## config.mk

```make
export PLATFORM = sky130hd
export DESIGN_NAME = conv_window_gen
export DESIGN_NICKNAME = d
export VERILOG_FILES = /design/src/rtl/conv_window_gen.sv
export SDC_FILE = /design/constraint.sdc
export NUM_CORES = 2
export LEC_CHECK = 0
export CORE_ASPECT_RATIO = 2
export CORE_MARGIN = 2
export CORE_UTILIZATION = 41
export CTS_CLUSTER_DIAMETER = 30
export DETAILED_ROUTE_END_ITERATION = 8
export GPL_TIMING_DRIVEN = 1
export PLACE_DENSITY_LB_ADDON = 0.1
export REMOVE_ABC_BUFFERS = 1
export SKIP_CTS_REPAIR_TIMING = 1
export SLEW_MARGIN = 20
export SYNTH_ARGS = -nofsm -noshare
export SYNTH_HDL_FRONTEND = slang
export SYNTH_SLANG_ARGS = --single-unit
```

## constraint.sdc

```tcl
create_clock -name clk -period 11.5 [get_ports clk]
set_clock_uncertainty 0.15 [all_clocks]
set_input_delay 3.45 -clock clk [delete_from_list [all_inputs] [get_ports clk]]
set_output_delay 3.45 -clock clk [all_outputs]
set_load 0.05 [all_outputs]
```

## src/rtl/conv_window_gen.sv

```systemverilog
// Sliding-window generator feeding the convolution engine. It buffers KERNEL-1 lines
// and emits one KERNEL x KERNEL window per channel at every stride-1 position.
module conv_window_gen #(
    parameter int CL_IN  = 9,
    parameter int KERNEL = 3,
    parameter int N      = 4,
    parameter int IMG_W  = 16,
    parameter int IMG_H  = 16
) (
    input  logic                              clk,
    input  logic                              rst,
    input  logic [CL_IN*N-1:0]                d_in,
    input  logic                              en_in,
    output logic [CL_IN*KERNEL*KERNEL*N-1:0]  data2conv,
    output logic                              en_out,
    output logic                              last_out
);
    localparam int PW = CL_IN * N;
    localparam int KK = KERNEL * KERNEL;
    localparam int CW = (IMG_W > 1) ? $clog2(IMG_W) : 1;
    localparam int RW = (IMG_H > 1) ? $clog2(IMG_H) : 1;

    logic [CW-1:0] col;
    logic [RW-1:0] row;
    logic          col_end, row_end;
    logic          row_ok, col_ok, win_ok;

    assign col_end = (col == CW'(IMG_W - 1));
    assign row_end = (row == RW'(IMG_H - 1));

    always_ff @(posedge clk) begin
        if (!rst) begin
            col <= '0;
            row <= '0;
        end else if (en_in) begin
            if (col_end) begin
                col <= '0;
                row <= row_end ? '0 : row + RW'(1);
            end else begin
                col <= col + CW'(1);
            end
        end
    end

    // new_col[r] is the column entering the window, r=0 being the oldest line
    logic [KERNEL-1:0][PW-1:0]              new_col;
    logic [KERNEL-1:0][KERNEL-1:0][PW-1:0]  win_nxt;

    assign new_col[KERNEL-1] = d_in;

    generate
        if (KERNEL > 1) begin : g_buf
            // lb[0] is the youngest buffered line; all lines share the column pointer
            logic [PW-1:0]                         lb [KERNEL-1][IMG_W];
            logic [KERNEL-1:0][KERNEL-2:0][PW-1:0] hist;

            always_ff @(posedge clk) begin
                if (en_in) begin
                    lb[0][col] <= d_in;
                    for (int k = 1; k < KERNEL - 1; k++)
                        lb[k][col] <= lb[k-1][col];
                    for (int r = 0; r < KERNEL; r++)
                        for (int c = 0; c < KERNEL - 1; c++)
                            hist[r][c] <= win_nxt[r][c+1];
                end
            end

            for (genvar k = 0; k < KERNEL - 1; k++) begin : g_rd
                assign new_col[KERNEL-2-k] = lb[k][col];
            end
            for (genvar r = 0; r < KERNEL; r++) begin : g_hr
                for (genvar c = 0; c < KERNEL - 1; c++) begin : g_hc
                    assign win_nxt[r][c] = hist[r][c];
                end
            end

            assign row_ok = (row >= RW'(KERNEL - 1));
            assign col_ok = (col >= CW'(KERNEL - 1));
        end else begin : g_nobuf
            assign row_ok = 1'b1;
            assign col_ok = 1'b1;
        end
    endgenerate

    for (genvar r = 0; r < KERNEL; r++) begin : g_nc
        assign win_nxt[r][KERNEL-1] = new_col[r];
    end

    // Repack into the CE layout: channel-major, then element r*KERNEL+c
    logic [CL_IN*KK*N-1:0] win_flat;
    for (genvar i = 0; i < CL_IN; i++) begin : g_ch
        for (genvar r = 0; r < KERNEL; r++) begin : g_r
            for (genvar c = 0; c < KERNEL; c++) begin : g_c
                assign win_flat[(i*KK + r*KERNEL + c)*N +: N] = win_nxt[r][c][i*N +: N];
            end
        end
    end

    assign win_ok = en_in && row_ok && col_ok;

    always_ff @(posedge clk) begin
        if (!rst) begin
            en_out    <= 1'b0;
            last_out  <= 1'b0;
            data2conv <= '0;
        end else begin
            en_out   <= win_ok;
            last_out <= win_ok && row_end && col_end;
            if (win_ok)
                data2conv <= win_flat;
        end
    end
endmodule
```

# --- After elaboration in Yosys (flattened, before gate mapping) ---
# Memory sizes are Yosys's and may differ from the RTL's.
# Cells that the tools add are included.
op_classes:
  add_sub_neg: 2
  n_lt_le_gt_ge: 4
  n_eq_ne: 2
  n_mux: 12
  n_bitwise: 1
  reduce_logical: 6
ops:
  columns: ["operator", "count"]
  rows:
  - ["576-bit two-way mux", 1]
  - ["36-bit binary-select mux with 4-bit select", 2]
  - ["36-bit two-way mux", 5]
  - ["36-bit demux with 4-bit select", 1]
  - ["4-bit by 1-bit adder with 4-bit output, second input constant", 2]
  - ["4-bit equality test, second input constant", 2]
  - ["4-bit by 2-bit greater-or-equal comparator with 1-bit output, second input constant", 2]
  - ["4-bit two-way mux", 2]
  - ["5-bit greater-or-equal comparator, second input constant", 1]
  - ["1-bit logical AND", 5]
  - ["5-bit by 1-bit < comparator with 1-bit output, second input constant", 1]
  - ["4-bit NOT with 5-bit output", 1]
  - ["2-bit AND reduction", 1]
  - ["1-bit two-way mux", 1]
totals:
  regBits: 550
  ramBits: 1152
  inputBits: 39
  output_inout_bits: 326
  word_cells: 39
  n_memories: 1
mem_list:
  columns: ["name", "depth", "width", "read_ports", "rd_ports_with_merged_regs", "wr", "line", "rtl"]
  rows:
  - ["g_buf.lb", 2, 576, 2, 0, 2, "54", "logic [PW-1:0] lb [KERNEL-1][IMG_W];"]

# --- Longest topological paths before layout ---
depth:
  ltp_word: 6
  depth_mapped: 9
  depth_no_buf: 5

# --- Worst setup path after synthesis ---
# Ideal clock, no wire load.
synth_path:
  path_kind: "in2reg"
  from: "input en_in"
  to: "memory g_buf.lb[0][1008] (netlist name), enable pin"
  setup_ps: 438
  arrival_time_ps: 5647
  required_time_ps: 10912
  setup_slack_ps: 5265
  path_stages: 3
  path_buffers: 1
  cell_sequence: "buf_2 -> nor3b_1 -> and2_1"
synth_lines:
  columns: ["item", "line", "rtl"]
  rows:
  - ["start: declaration", "13", "input logic en_in,"]
  - ["end: declaration", "54", null]

# --- Worst setup path after layout ---
layout_path:
  from: "register data2conv[189]"
  to: "output data2conv[189]"
layout_lines:
  columns: ["item", "line", "rtl"]
  rows:
  - ["start: declaration", "14", "output logic [CL_IN*KERNEL*KERNEL*N-1:0] data2conv,"]
  - ["start signal: assignment", "110", "data2conv <= win_flat;"]
# No word-level cell between the ends.

==> metrics.cfg <==
[run_status]
status = complete, no violations

[synth]
ys_async_sr_fraction_pct = 0
synthCells = 3441
synth-seq-area-share_pct = 75.6
synth_top_area_share_pct = 65.1
synth_area_leaders = edfxtp_1 65%, dfxtp_1 11%, mux4_2 10%
syn_area_mm2 = 0.0631
ys_seq_elements = 1702
synth_top_area_cell = edfxtp_1
synthDistinctLibCells = 37
synth_edf_count = 1368
synth_flop_cell = edfxtp_1
syn_avg_cell_area_um2 = 18.3
yosys_warnings = 0

[floorplan]
core_mm2 = 0.153
rows = 203
io-pin-count = 365
die-width_um = 281
initial_utilization_pct = 41.3
die_h_um = 559
die_area_mm2 = 0.157

[layout]
fin_area_mm2 = 0.0763
multiInputGateArea_mm2 = 0.0142
nFillCells = 12774
layout-drive-gt1-share_pct = 19.2
final_cells = 6046
nNetsFinal = 3866
area_growth_pct = 20.9
ff_latch_area_mm2 = 0.0478

[worst_setup_path]
cpPeakStageDelay_ps = 890
end_kind = output pin
worstSetupPathType = flop to output pin
crit_required_ps = 7900
arrival_ps = 2290
cp_top_family = buffers and inverters
cpMaxStageDelayCell = clkdlybuf4s50_1
crit_chain = clkdlybuf4s50_1
crit_start = data2conv[189]
crit_fanout = 2
reg2reg_from = col[1]
cp-start-kind = flop
critPathBufInv = 1

[clock_tree]
cts_tree = yes
cts.path.max_buffers = 4
numCtsBuffers = 213
clock_sinks = 1702
htreeDepth = 4
clk_pin_slew_ps = 60
cts-root-buf = clkbuf_16
clk_latency_ps = 820

[detailed_routing]
routedWlPerCell_um = 25.8
wl_mm = 156
drtIter0Drc = 2225
route.vias.total = 33309
ant_nets = 0
drt-vias-per-instance = 5.51
drc = 0
drtPass1Iterations = 5

[global_route]
grt_usage_pct = 19.8
grt_pass1_wl_mm = 233
antenna_found_initial = 2
grt_start_max_net_pins = 181
overflow = 0
first_global_vias = 34878

[placed_design]
routabilityCongestion = 0.705
dpl.hpwl_mm = 84.0
placed_area_mm2 = 0.0688
portBuffers = 364
dp_cells = 5656

[timing]
finalCriticalPeriod_ps = 5890
relSlewSlack_pct = 20.1
finalHoldViolations = 0
slew_viol_final = 0
fin_crit_sh_pct = 51.3
setup_violations = 0
rsz0062_at_grt = false
hold_ws_ps = 292
fmax_mhz = 170
tightest_slew_ps = 1200

[job]
maxCapViolCount = 0

[min_path]
hold_class = flop to flop
min-delay-start = g_buf.hist[191]

[power_and_ir_drop]
ir_worst_vdd_uv = 126
power.density_mw_per_mm2 = 192
p_leak_nw = 24.2

==> kinds of logic (layout without fill, tap and decap cells) <==
family	count (synthesis)	in the layout	share of synthesized area, %
simple gates	291	291	2.37
xor+xnor	2	2	0.0277
other cells	0	3	0
mux	505	505	13.7
compound gates	660	660	6.02
fa+ha+maj	6	6	0.119
buf+inv	275	827	2.10
flops	1702	1702	75.6
==> cell usage in the layout (no fill, tap or decap), types with 12 or more instances in the layout <==
master           instances
edfxtp_1              1368
buf_4                   63
clkinv_4                23
dfxtp_1                331
mux2i_1                194
mux2i_2                 22
inv_8                   12
o21ai_1                 19
a21oi_1                255
nand3_1                257
clkbuf_1                19
clkdlybuf4s50_1        362
clkbuf_16              224
and2_4                  15
clkinvlp_4              22
o211ai_1                72
o221ai_1                72
bufinv_16               29
clkinv_2                17
mux4_2                 288
inv_6                   25
o21ai_0                234
==> synthesized netlist by cell type (2+ instances only) <==
master       n
edfxtp_1  1368
dfxtp_1    334
mux4_2     288
nand3_1    257
a21oi_1    255
o21ai_0    234
mux2i_1    217
clkbuf_1    96
buf_2       92
o211ai_1    72
o221ai_1    72
buf_1       30
buf_4       24
o21ai_1     19
clkbuf_2    17
and2_1      15
buf_6        9
ha_1         6
inv_1        5
nor2_1       5
nand2_1      4
a211oi_1     3
a41oi_1      2
inv_2        2
nor3_1       2
or4_1        2
==> layout make-up <==
| cell class | count | share of cell area, % |
|---|---|---|
| repair buffers | 433 | 5.56 |
| diodes | 3 | 0.00983 |
| clock buffers | 248 | 7.53 |
| clock inverters | 139 | 2.29 |
| flip-flops and latches | 1702 | 62.6 |
| multi-input cells | 1464 | 18.6 |
| well taps | 2050 | 3.36 |
| inverters | 7 | 0.0606 |
==> registers in the layout (all words and copies together), names as in the netlist <==
register and flops:
g_buf.lb 1152, data2conv 324, g_buf.hist 216, col 4, row 4, en_out 1, last_out 1
==> through the flow <==
stage	total power [mW]	utilization (%)	worst slack [ps]	setup TNS (ps)
global placement	7.81	44.9	5150	0
floorplan	7.59	-	-13900	-9311220
detailed placement	7.82	45.0	5060	0
finish	14.7	49.9	5610	0
global route	15.1	49.9	5550	0
CTS	14.8	49.9	5530	0
==> final timing paths <==
path                                         to  slack [ps]  cells past startpoint
worst max register to register    data2conv[85]        7220                      6
worst max-delay path             data2conv[189]        5610                      1
worst min-delay path            g_buf.hist[155]         290                      0
worst min register to register  g_buf.hist[155]         290                      0
==> power breakdown <==
part | total, mW | switching (mW) | leakage [nW] | internal (mW)
registers | 6.93 | 0.0509 | 15.2 | 6.88
clock network | 6.98 | 2.70 | 3.61 | 4.28
logic | 0.739 | 0.497 | 5.36 | 0.242
==> routing by layer <==
| layer | routed length, um | global-route usage (%) |
|---|---|---|
| met5 | 0 | 0 |
| met4 | 2970 | 4.85 |
| met3 | 7640 | 3.09 |
| met2 | 82700 | 35.5 |
| met1 | 63000 | 25.0 |
==> worst register-to-register path, delay by kind of cell, from the launching register on <==
kind / cells / cell delay (ps)
buffers and inverters: 3 / 2410
AND/OR/NAND/NOR: 1 / 240
AO/OA/AOI/OAI: 2 / 730
flip-flops: 1 / 650
No activity file was read; power rests on OpenSTA's default activity.
